$ cat src/rtl/alu_pkg.sv
// Shared ALU encodings and the decoded-instruction bundle passed from
// alu_decode to the issue stage.
package alu_pkg;

  localparam int XLEN = 32;

  typedef enum logic [3:0] {
    ALU_ADD  = 4'd0,
    ALU_SUB  = 4'd1,
    ALU_AND  = 4'd2,
    ALU_OR   = 4'd3,
    ALU_XOR  = 4'd4,
    ALU_SLL  = 4'd5,
    ALU_SRL  = 4'd6,
    ALU_SRA  = 4'd7,
    ALU_SLT  = 4'd8,
    ALU_SLTU = 4'd9
  } aluop_e;

  localparam logic [6:0] OPC_OP    = 7'b0110011;
  localparam logic [6:0] OPC_OPIMM = 7'b0010011;
  localparam logic [6:0] OPC_LUI   = 7'b0110111;
  localparam logic [6:0] OPC_AUIPC = 7'b0010111;

  typedef enum logic [1:0] {ASEL_RS1, ASEL_PC, ASEL_ZERO} a_sel_e;
  typedef enum logic [1:0] {BSEL_RS2, BSEL_IMM, BSEL_ZERO} b_sel_e;

  typedef struct packed {
    aluop_e            aluop;
    a_sel_e            a_sel;
    b_sel_e            b_sel;
    logic [XLEN-1:0]   imm;
    logic [4:0]        rd;
    logic              reg_we;
    logic              illegal;
  } dec_t;

  // funct3 -> ALU op; alt is instr[30], sub_ok is false for OP-IMM (no SUBI)
  function automatic aluop_e f3_aluop(input logic [2:0] f3, input logic alt,
                                      input logic sub_ok);
    aluop_e r;
    case (f3)
      3'b000:  r = (alt && sub_ok) ? ALU_SUB : ALU_ADD;
      3'b001:  r = ALU_SLL;
      3'b010:  r = ALU_SLT;
      3'b011:  r = ALU_SLTU;
      3'b100:  r = ALU_XOR;
      3'b101:  r = alt ? ALU_SRA : ALU_SRL;
      3'b110:  r = ALU_OR;
      default: r = ALU_AND;
    endcase
    return r;
  endfunction

endpackage

$ cat src/rtl/ex_issue_stage_if.sv
// Upstream/downstream signal bundle of the issue stage; slave is the stage's view.
interface ex_issue_stage_if;
  import alu_pkg::*;

  logic            in_valid;
  logic            in_ready;
  logic [31:0]     instr;
  logic [XLEN-1:0] pc;
  logic [XLEN-1:0] rs1_data;
  logic [XLEN-1:0] rs2_data;
  logic            fwd_we;
  logic [4:0]      fwd_rd;
  logic [XLEN-1:0] fwd_data;
  logic            flush;
  logic            out_valid;
  logic            out_ready;
  logic [XLEN-1:0] A;
  logic [XLEN-1:0] B;
  logic [3:0]      ALUOp;
  logic [4:0]      rd;
  logic            reg_we;
  logic            illegal;

  modport master (
    output in_valid, instr, pc, rs1_data, rs2_data, fwd_we, fwd_rd, fwd_data,
           flush, out_ready,
    input  in_ready, out_valid, A, B, ALUOp, rd, reg_we, illegal
  );

  modport slave (
    input  in_valid, instr, pc, rs1_data, rs2_data, fwd_we, fwd_rd, fwd_data,
           flush, out_ready,
    output in_ready, out_valid, A, B, ALUOp, rd, reg_we, illegal
  );

endinterface

$ cat src/rtl/alu_decode.sv
// Combinational RV32I integer decode (OP, OP-IMM, LUI, AUIPC) into the
// ALU op, operand selects and immediate.
module alu_decode
  import alu_pkg::*;
(
  input  logic [31:0] instr_i,
  output dec_t        dec_o
);

  logic [6:0] opc;
  logic [2:0] f3;
  logic       is_shift;

  assign opc      = instr_i[6:0];
  assign f3       = instr_i[14:12];
  assign is_shift = (f3 == 3'b001) || (f3 == 3'b101);

  always_comb begin
    dec_o.aluop   = ALU_ADD;
    dec_o.a_sel   = ASEL_ZERO;
    dec_o.b_sel   = BSEL_ZERO;
    dec_o.imm     = '0;
    dec_o.rd      = instr_i[11:7];
    dec_o.reg_we  = 1'b0;
    dec_o.illegal = 1'b0;
    case (opc)
      OPC_OP: begin
        dec_o.aluop = f3_aluop(f3, instr_i[30], 1'b1);
        dec_o.a_sel = ASEL_RS1;
        dec_o.b_sel = BSEL_RS2;
      end
      OPC_OPIMM: begin
        dec_o.aluop = f3_aluop(f3, instr_i[30], 1'b0);
        dec_o.a_sel = ASEL_RS1;
        dec_o.b_sel = BSEL_IMM;
        // shift immediates carry only shamt; funct7 bits must not leak into B
        dec_o.imm   = is_shift ? {27'b0, instr_i[24:20]}
                               : {{20{instr_i[31]}}, instr_i[31:20]};
      end
      OPC_LUI: begin
        dec_o.b_sel = BSEL_IMM;
        dec_o.imm   = {instr_i[31:12], 12'b0};
      end
      OPC_AUIPC: begin
        dec_o.a_sel = ASEL_PC;
        dec_o.b_sel = BSEL_IMM;
        dec_o.imm   = {instr_i[31:12], 12'b0};
      end
      default: dec_o.illegal = 1'b1;
    endcase
    dec_o.reg_we = !dec_o.illegal && (instr_i[11:7] != 5'd0);
  end

endmodule

$ cat src/rtl/ex_issue_stage.sv
// Issue stage: decode, forward-resolve rs1/rs2, select operands and hold
// them in a single valid/ready register feeding the ALU.
module ex_issue_stage
  import alu_pkg::*;
#(
  parameter int XLEN = 32
) (
  input  logic            clk,
  input  logic            rst,
  ex_issue_stage_if.slave io
);

  dec_t                       dec;
  logic [1:0][4:0]            src_idx;
  logic [1:0][XLEN-1:0]       src_rdata;
  logic [1:0][XLEN-1:0]       src_val;
  logic [XLEN-1:0]            a_d, b_d;
  logic                       capture;

  logic                       out_valid_q;
  logic [XLEN-1:0]            a_q, b_q;
  logic [3:0]                 aluop_q;
  logic [4:0]                 rd_q;
  logic                       reg_we_q;
  logic                       illegal_q;

  alu_decode u_dec (
    .instr_i (io.instr),
    .dec_o   (dec)
  );

  assign src_idx[0]   = io.instr[19:15];
  assign src_idx[1]   = io.instr[24:20];
  assign src_rdata[0] = io.rs1_data;
  assign src_rdata[1] = io.rs2_data;

  // x0 wins over forwarding so a stray write-back to x0 can never leak in
  for (genvar g = 0; g < 2; g++) begin : g_src
    assign src_val[g] = (src_idx[g] == 5'd0)                    ? '0 :
                        (io.fwd_we && io.fwd_rd == src_idx[g]) ? io.fwd_data :
                                                                  src_rdata[g];
  end

  always_comb begin
    a_d = '0;
    b_d = '0;
    case (dec.a_sel)
      ASEL_RS1: a_d = src_val[0];
      ASEL_PC:  a_d = io.pc;
      default:  a_d = '0;
    endcase
    case (dec.b_sel)
      BSEL_RS2: b_d = src_val[1];
      BSEL_IMM: b_d = dec.imm;
      default:  b_d = '0;
    endcase
  end

  assign io.in_ready = !out_valid_q || io.out_ready;
  assign capture     = io.in_valid && io.in_ready;

  always_ff @(posedge clk or posedge rst) begin
    if (rst) begin
      out_valid_q <= 1'b0;
      a_q         <= '0;
      b_q         <= '0;
      aluop_q     <= '0;
      rd_q        <= '0;
      reg_we_q    <= 1'b0;
      illegal_q   <= 1'b0;
    end else begin
      if (io.flush)         out_valid_q <= 1'b0;
      else if (capture)     out_valid_q <= 1'b1;
      else if (io.out_ready) out_valid_q <= 1'b0;

      // a flushed capture is dropped entirely, datapath included
      if (capture && !io.flush) begin
        a_q       <= a_d;
        b_q       <= b_d;
        aluop_q   <= dec.aluop;
        rd_q      <= dec.rd;
        reg_we_q  <= dec.reg_we;
        illegal_q <= dec.illegal;
      end
    end
  end

  assign io.out_valid = out_valid_q;
  assign io.A         = a_q;
  assign io.B         = b_q;
  assign io.ALUOp     = aluop_q;
  assign io.rd        = rd_q;
  assign io.reg_we    = reg_we_q;
  assign io.illegal   = illegal_q;

endmodule

$ cat src/flat_wrapper.sv
// flat-port wrapper written by rule: the top's interface ports become plain ports
module ex_issue_stage_flat import alu_pkg::*;
#(
  parameter int XLEN = 32
)
  (clk, rst, io_in_valid, io_instr, io_pc, io_rs1_data, io_rs2_data, io_fwd_we, io_fwd_rd, io_fwd_data, io_flush, io_out_ready, io_in_ready, io_out_valid, io_A, io_B, io_ALUOp, io_rd, io_reg_we, io_illegal);
  ex_issue_stage_if io_i ();
  input  logic clk;
  input  logic rst;
  input wire logic [$bits(io_i.in_valid)-1:0] io_in_valid;
  input wire logic [$bits(io_i.instr)-1:0] io_instr;
  input wire logic [$bits(io_i.pc)-1:0] io_pc;
  input wire logic [$bits(io_i.rs1_data)-1:0] io_rs1_data;
  input wire logic [$bits(io_i.rs2_data)-1:0] io_rs2_data;
  input wire logic [$bits(io_i.fwd_we)-1:0] io_fwd_we;
  input wire logic [$bits(io_i.fwd_rd)-1:0] io_fwd_rd;
  input wire logic [$bits(io_i.fwd_data)-1:0] io_fwd_data;
  input wire logic [$bits(io_i.flush)-1:0] io_flush;
  input wire logic [$bits(io_i.out_ready)-1:0] io_out_ready;
  output wire logic [$bits(io_i.in_ready)-1:0] io_in_ready;
  output wire logic [$bits(io_i.out_valid)-1:0] io_out_valid;
  output wire logic [$bits(io_i.A)-1:0] io_A;
  output wire logic [$bits(io_i.B)-1:0] io_B;
  output wire logic [$bits(io_i.ALUOp)-1:0] io_ALUOp;
  output wire logic [$bits(io_i.rd)-1:0] io_rd;
  output wire logic [$bits(io_i.reg_we)-1:0] io_reg_we;
  output wire logic [$bits(io_i.illegal)-1:0] io_illegal;
  assign io_i.in_valid = io_in_valid;
  assign io_i.instr = io_instr;
  assign io_i.pc = io_pc;
  assign io_i.rs1_data = io_rs1_data;
  assign io_i.rs2_data = io_rs2_data;
  assign io_i.fwd_we = io_fwd_we;
  assign io_i.fwd_rd = io_fwd_rd;
  assign io_i.fwd_data = io_fwd_data;
  assign io_i.flush = io_flush;
  assign io_i.out_ready = io_out_ready;
  assign io_in_ready = io_i.in_ready;
  assign io_out_valid = io_i.out_valid;
  assign io_A = io_i.A;
  assign io_B = io_i.B;
  assign io_ALUOp = io_i.ALUOp;
  assign io_rd = io_i.rd;
  assign io_reg_we = io_i.reg_we;
  assign io_illegal = io_i.illegal;
  ex_issue_stage #(.XLEN(XLEN)) u_core (.clk(clk), .rst(rst), .io(io_i));
endmodule
$ cat config.mk
export PLATFORM = sky130hd
export DESIGN_NAME = ex_issue_stage_flat
export DESIGN_NICKNAME = d
export VERILOG_FILES = /design/src/rtl/alu_pkg.sv /design/src/rtl/ex_issue_stage_if.sv /design/src/rtl/alu_decode.sv /design/src/rtl/ex_issue_stage.sv /design/src/flat_wrapper.sv
export SDC_FILE = /design/constraint.sdc
export NUM_CORES = 1
export LEC_CHECK = 0
export BUFFER_PORTS_ARGS = -buffer_cell sky130_fd_sc_hd__buf_4
export CAP_MARGIN = 20
export CORE_UTILIZATION = 35
export CTS_CLUSTER_SIZE = 24
export DETAILED_ROUTE_END_ITERATION = 8
export PLACE_DENSITY = 0.67
export REMOVE_ABC_BUFFERS = 1
export SYNTH_ARGS = -nofsm -noshare
export SYNTH_HDL_FRONTEND = slang
export SYNTH_SLANG_ARGS = --single-unit
$ cat constraint.sdc
create_clock -name clk -period 1.8 [get_ports clk]
set_input_delay 0 -clock clk [delete_from_list [all_inputs] [get_ports clk]]
set_output_delay 0 -clock clk [all_outputs]
set_load 0.01 [all_outputs]
==> impl_metrics.json, run 1 <==
{
  "timing.max_cap.violations": 0,
  "layout.cells.non_filler": 976,
  "final.min_clock_period_ns": 1.74,
  "grt_first_pass_wirelength_mm": 31.1,
  "post_synth.cell_area_avg_um2": 9.83,
  "cts_buffers": 9,
  "leakage_power_summed_over_all_cells_nw": 3.87,
  "n_fill_cell": 1134,
  "synth_top_cells_by_count": "dfrtp_1, a221o_1, and3_1, o2bb2ai_1, nand3_1",
  "timing.setup.tns_ns": 0,
  "drive_above_1_share_pct": 38.9,
  "power.switching_fraction_pct": 26.8,
  "design_area_um2": 8020,
  "drt_drc_violations_left": 0,
  "cp_startpoint_kind": "input port",
  "post_dp_hpwl_mm": 14.1,
  "total_power_w": 0.00479,
  "sequential_share_of_power_pct": 37.0,
  "max_clock_freq_mhz": 573,
  "diodes": 0,
  "grt_pass1_vias": 5868,
  "synthesis.area_um2": 4800,
  "min-delay-path-class": "input port to register",
  "floorplan.die.width_um": 119,
  "r2r_start": "u_core.io.out_valid",
  "cp_cell_sequence": "dlygate4sd3_1 -> buf_4 -> and2b_2 -> and4_2 -> o211a_4 -> a221o_1",
  "cpLargestDelayFamily": "simple AND/OR/NAND/NOR gates",
  "grt_max_degree": 77,
  "tritoncts_clock_tree": "yes",
  "clkSinkCount": 76,
  "antenna_left": 0,
  "yosys.area.top_type_share_pct": 39.7,
  "grt_setup_unrepaired": "no",
  "yosysUniqueCellTypes": 47,
  "crit_buf_inv": 2,
  "ys_seq_elements": 76,
  "critPathRequiredTime_ns": 2.08,
  "worst_path_max_delay_cell": "dlygate4sd3_1",
  "die_area_um2": 14200,
  "worst-endpoint-arrival_ns": 2.02,
  "final_nets": 966,
  "gr-usage-all-layers_pct": 28.1,
  "worst_path_largest_cell_delay_ns": 0.55,
  "gp_routability_congestion": 0.821,
  "dieHeight_um": 119,
  "power.share.combinational_pct": 21.4,
  "timing_hold_violations_final": 0,
  "ir_drop_mv": 0.408,
  "yosysWarnings": 0,
  "cp-end-kind": "register",
  "reg_area_um2": 1900,
  "async_flop_share_pct": 100,
  "max-slew-margin-rel_pct": 47.4,
  "cts-root-to-sink-buffers": 2,
  "ys_top_cells_by_area": "dfrtp_1, a221o_1, o2bb2ai_1, and3_1, nand3_1",
  "drt_pass1_iterations": 5,
  "synth_top_flop_cell": "dfrtp_1",
  "final.setup_skew_ns": 0.00766,
  "std_cell_rows": 42,
  "yosysMostFrequentCell": "dfrtp_1",
  "root_buffer": "clkbuf_16",
  "detailroute.via_count": 5871,
  "layout-area-overhead-vs-synth_pct": 67.2,
  "crit_fanout": 15,
  "synth_enable_flop_cells": 0,
  "number_of_buffers_inserted_to_repair_setup_after_cts": 0,
  "synth.yosys.seq_area_share_pct": 39.7,
  "fin_hold_ws_ns": 0.0249,
  "finalCritPeriodShare_pct": 96.9,
  "worstMarginPinSlew_ns": 0.790,
  "timing.final.max_slew_violations": 0,
  "setup.worst_path.start": "io_flush",
  "netlist.top_cell.by_area": "dfrtp_1",
  "initial_utilization_pct": 36.1,
  "total_area_of_multi_input_combinational_cells_um2": 2650,
  "grt.overflow.total": 0,
  "cts.htree.levels": 3,
  "drt_iter0_drc": 439,
  "design.core.area_um2": 13300,
  "place.detailed.instances": 884,
  "timing.hold.worst.start": "io_fwd_data[25]",
  "areal_power_density_over_the_cells_nw_per_um2": 598,
  "antenna_found_initial": 0,
  "drt_wl_total_mm": 20.8,
  "timing.setup.critical_path_class": "input port to register",
  "clk-insertion-delay-late_ns": 0.34,
  "run_status": "finished, final reports clean",
  "setup_violations": 0,
  "vias_per_cell": 6.02,
  "routed_wire_length_per_instance_um": 21.4,
  "synthesis.instances": 488,
  "total_switching_power_w": 0.00128,
  "buffer_ports.inserted": 247,
  "internal_power_w": 0.00351,
  "cts.reportedPaths.clkPinSlew_ns": 0.06,
  "dpl_cell_area_um2": 6910,
  "clock_network_power_share_pct": 41.7,
  "design.portCount": 248
}
[flip-flops by register name, summed over array words and instances, names as in the netlist]
register             count
u_core.io.ALUOp          4
u_core.io.B             32
u_core.io.A             32
u_core.io.rd             5
u_core.io.illegal        1
u_core.io.out_valid      1
u_core.io.reg_we         1
[area by class of cell]
type	instances	share of cell area [%]
inverter	7	0.374
sequential	76	23.7
clock inverter	7	1.25
tap	176	2.75
timing repair buffer	351	36.0
clock buffer	9	2.81
multi-input combinational	350	33.1
[layout by cell type (no fill, tap or decap), drive strengths merged, types with 7 or more instances in the layout]
cell / Yosys / routed
buf: 18 / 276
dfrtp: 76 / 76
dlygate4sd3: 0 / 75
a221o: 61 / 61
and3: 58 / 58
o2bb2ai: 58 / 58
nand3: 52 / 52
nand2: 24 / 24
a32oi: 18 / 18
nor2: 14 / 14
clkbuf: 38 / 9
nand4: 8 / 8
inv: 7 / 7
[worst min-delay path, delay by kind of cell]
kind | cells | cell delay, ns
and+or+nand+nor | 1 | 0.13
AOI/OAI and AO/OA | 1 | 0.12
buffers and inverters | 1 | 0.08
[power by group through the flow]
stage	Clock [W]	Combinational, W	Sequential, W
6_report	0.00200	0.00102	0.00177
5_1_grt	0.00208	0.00109	0.00178
4_1_cts	0.00203	0.00101	0.00177
3_5_place_dp	0	0.000871	0.00180
3_3_place_gp	0	0.000857	0.00180
2_1_floorplan	0	0.000279	0.00182
[worst paths after layout]
kind,slack (ns),end,depth (start not counted)
max,0.06,u_core.io.A[3],6
min,0.02,u_core.io.B[25],3
max reg2reg,0.10,u_core.io.A[3],5
min reg2reg,0.48,u_core.io.rd[1],2
max in group asynchronous,1.12,u_core.io.B[0],4
min in group asynchronous,0.27,u_core.io.rd[1],4
[kinds of logic after synthesis]
logic type / Yosys count / share of synthesized area, %
flops: 76 / 39.7
compound gates: 166 / 31.6
xor+xnor: 10 / 1.98
buf+inv: 63 / 6.08
simple gates: 173 / 20.7
[what timing repair did]
item                                    4_1_cts  5_1_grt
hold buffers                                 75        0
gates resized for setup                       1        6
gates cloned                                  0        1
hold endpoints to repair                    150        0
endpoints found under the setup margin        5       61
[per-stage QoR]
| stage | util [%] | setup slack, ns |
|---|---|---|
| after global placement | 51.9 | 0.0956 |
| after floorplan | - | -1.42 |
| after global routing | 60.3 | 0.0135 |
| after detailed placement | 51.9 | 0.00177 |
| final | 60.3 | 0.0550 |
| after CTS | 60.1 | 0.0183 |
[per-layer routing]
metal  routed length (µm)  vias to the layer above  global-route usage [%]
li1                     -                     2584                       -
met1                 8530                     2878                    35.6
met2                10000                      355                    47.0
met3                 1640                       54                    5.03
met4                  666                        0                    11.2
met5                    0                        -                       0
Note: power is estimated with default switching activity, not from simulation.
==> inputs of run 2 (changes only) <==
--- a/config.mk
+++ b/config.mk
@@ -10,8 +10,9 @@
 export CORE_UTILIZATION = 35
 export CTS_CLUSTER_SIZE = 24
 export DETAILED_ROUTE_END_ITERATION = 8
-export PLACE_DENSITY = 0.67
+export PLACE_DENSITY = 0.66
 export REMOVE_ABC_BUFFERS = 1
 export SYNTH_ARGS = -nofsm -noshare
 export SYNTH_HDL_FRONTEND = slang
+export SYNTH_HIERARCHICAL = 1
 export SYNTH_SLANG_ARGS = --single-unit
==> constraint.sdc (replaced) <==
create_clock -name clk -period 1.5 [get_ports clk]
set_input_delay 0 -clock clk [delete_from_list [all_inputs] [get_ports clk]]
set_output_delay 0 -clock clk [all_outputs]
set_load 0.01 [all_outputs]
==> impl_metrics.json, run 2 <==
{
  "run_status": "finished with violations",
  "violations_in_the_final_reports": "hold timing, setup timing",
  "fin_hold_ws_ns": -0.000721,
  "final_nets": 1101,
  "timing.final.max_slew_violations": 0,
  "cts-root-to-sink-buffers": 2,
  "buffer_ports.inserted": 247,
  "synth_top_cells_by_count": "a21oi_1, dfrtp_1, mux2i_1, nor2_1, nand2_1",
  "critPathRequiredTime_ns": 1.75,
  "drt_iter0_drc": 317,
  "post_dp_hpwl_mm": 13.9,
  "synth.area.mux_share_pct": 12.8,
  "yosys.area.top_type_share_pct": 38.0,
  "total_power_w": 0.00667,
  "post_synth.cell_area_avg_um2": 8.83,
  "cpLargestDelayFamily": "simple AND/OR/NAND/NOR gates",
  "timing_hold_violations_final": 1,
  "max_clock_freq_mhz": 608,
  "timing.hold.worst.start": "io_rs1_data[26]",
  "worstMarginPinSlew_ns": 0.684,
  "drt_wl_total_mm": 21.2,
  "netlist.top_cell.by_area": "dfrtp_1",
  "antenna_found_initial": 0,
  "timing.setup.critical_path_class": "register to register",
  "initial_utilization_pct": 35.9,
  "die_area_um2": 14800,
  "max-slew-margin-rel_pct": 54.4,
  "grt_setup_unrepaired": "yes",
  "layout-area-overhead-vs-synth_pct": 78.7,
  "synth-simple-area-share_pct": 17.3,
  "largest_family_of_logic_cells_by_synthesized_area": "compound AO/OA/AOI/OAI gates",
  "std_cell_rows": 43,
  "crit_path_frequent_cell": "buf_6",
  "cp-end-kind": "register",
  "worst_path_largest_cell_delay_ns": 0.39,
  "cts.htree.levels": 3,
  "grt_max_degree": 59,
  "r2r_start": "u_core/io.out_valid",
  "leakage_power_summed_over_all_cells_nw": 4.04,
  "synth.yosys.seq_area_share_pct": 38.0,
  "layout_commonest_cell": "buf_4",
  "crit_buf_inv": 3,
  "clkSinkCount": 76,
  "cts.reportedPaths.clkPinSlew_ns": 0.06,
  "clk-insertion-delay-late_ns": 0.34,
  "compound_cell_area_share_of_the_yosys_netlist_pct": 22.3,
  "yosysMostFrequentCell": "a21oi_1",
  "finalCritPeriodShare_pct": 110,
  "grt.overflow.total": 0,
  "async_flop_share_pct": 100,
  "yosysWarnings": 6,
  "drt_pass1_iterations": 6,
  "timing.setup.tns_ns": -6.53,
  "cp_startpoint_kind": "register",
  "post_synthesis_share_of_cell_area_spent_on_xor_and_xnor_gates_pct": 1.75,
  "n_fill_cell": 1114,
  "synthesis.instances": 566,
  "yosysUniqueCellTypes": 42,
  "grt_first_pass_wirelength_mm": 30.6,
  "detailroute.via_count": 5905,
  "gr-usage-all-layers_pct": 27.3,
  "gp_routability_congestion": 0.804,
  "synthesis.area_um2": 5000,
  "drive_above_1_share_pct": 42.4,
  "ys_seq_elements": 76,
  "crit_fanout": 13,
  "tritoncts_clock_tree": "yes",
  "dieHeight_um": 122,
  "synth_enable_flop_cells": 0,
  "mostFrequentLayoutCells": "buf_4, a21oi_1, dlygate4sd3_1",
  "worst_path_max_delay_cell": "dfrtp_1",
  "yosys.area_share.adder_pct": 0,
  "areal_power_density_over_the_cells_nw_per_um2": 747,
  "worst-endpoint-arrival_ns": 1.90,
  "min-delay-path-class": "input port to register",
  "floorplan.die.width_um": 122,
  "worst_slack_ns": -0.146,
  "timing.max_cap.violations": 0,
  "design.portCount": 248,
  "design.core.area_um2": 13900,
  "ir_drop_mv": 0.605,
  "cts_buffers": 9,
  "setup_violations": 65,
  "final.min_clock_period_ns": 1.65,
  "diodes": 0,
  "final.setup_skew_ns": 0.00382,
  "routed_wire_length_per_instance_um": 19.0,
  "root_buffer": "clkbuf_16",
  "dp_slack_ns": -0.357,
  "antenna_left": 0,
  "cp_cell_sequence": "nor2b_4 -> inv_2 -> nand3b_1 -> buf_6 -> nor3_2 -> o21ai_2 -> buf_6 -> o22ai_2",
  "setup.worst_path.start": "u_core/io.out_valid",
  "vias_per_cell": 5.30,
  "ys_top_cells_by_area": "dfrtp_1, mux2i_1, a21oi_1, o22ai_1, nor2_1",
  "drt_drc_violations_left": 0,
  "grt_pass1_vias": 6113,
  "synth_top_flop_cell": "dfrtp_1"
}
[run 2: kinds of logic after synthesis]
kind of cell              count (synthesis)
DFF                                      76
xor gates and xnor gates                 10
muxes                                    64
AOI/OAI and AO/OA                       175
and+or+nand+nor                         181
buffers and inverters                    60
[run 2: layout make-up]
class                           instances  area [µm²]  area share (%)
Clock buffer                           10         229            2.56
Clock inverter                          5        77.6           0.868
Inverter                                6        23.8           0.266
Multi-Input combinational cell        430        2960            33.1
Sequential cell                        76        1900            21.3
Tap cell                              180         225            2.52
Timing Repair Buffer                  407        3520            39.4
[run 2: power breakdown]
part           internal (W)  switching (W)
clock               0.00144       0.000861
combinational       0.00110       0.000873
sequential          0.00227       0.000132
[run 2: final timing paths]
check	endpoint	slack, ns	depth (start not counted)
setup / recovery	u_core/io.B[18]	-0.15	8
hold / removal	u_core/io.A[26]	-0.0007	3
setup reg to reg	u_core/io.B[18]	-0.15	8
hold reg to reg	u_core/io.reg_we	0.48	2
max in group asynchronous	u_core/io.A[5]	0.57	4
min in group asynchronous	u_core/io.out_valid	0.30	3
[run 2: worst register-to-register path: cells and delay by family (launching register included)]
family	cells	cell delay [ns]
AND/OR/NAND/NOR	3	0.44
buffers and inverters	3	0.42
flip-flops	1	0.39
AO/OA/AOI/OAI	2	0.31
[run 2: timing repair]
item / 4_1_cts / 5_1_grt
gates resized for setup: 30 / 26
hold buffers: 98 / 0
pin swaps: 6 / 2
buffers inserted: 4 / 1
endpoints found under the hold margin: 83 / 0
setup endpoints to repair: 67 / 69
cloned: 0 / 3
[run 2: layer usage]
metal  track usage [%]  share of wire (%)  up-vias
li1                  -                  -     2736
met1              30.4                 39     2841
met2              48.3                 51      268
met3              7.28                7.1       60
met4              12.4                3.3        0
met5                 0                  0        -
[run 2: per-stage QoR]
stage | util (%) | cell area, µm² | std cells
finish | 64.1 | 8930 | 1114
CTS | 62.8 | 8750 | 1110
global placement | 52.4 | 7300 | 993
floorplan | - | 4630 | 512
global route | 64.1 | 8930 | 1114
detailed placement | 52.4 | 7300 | 993
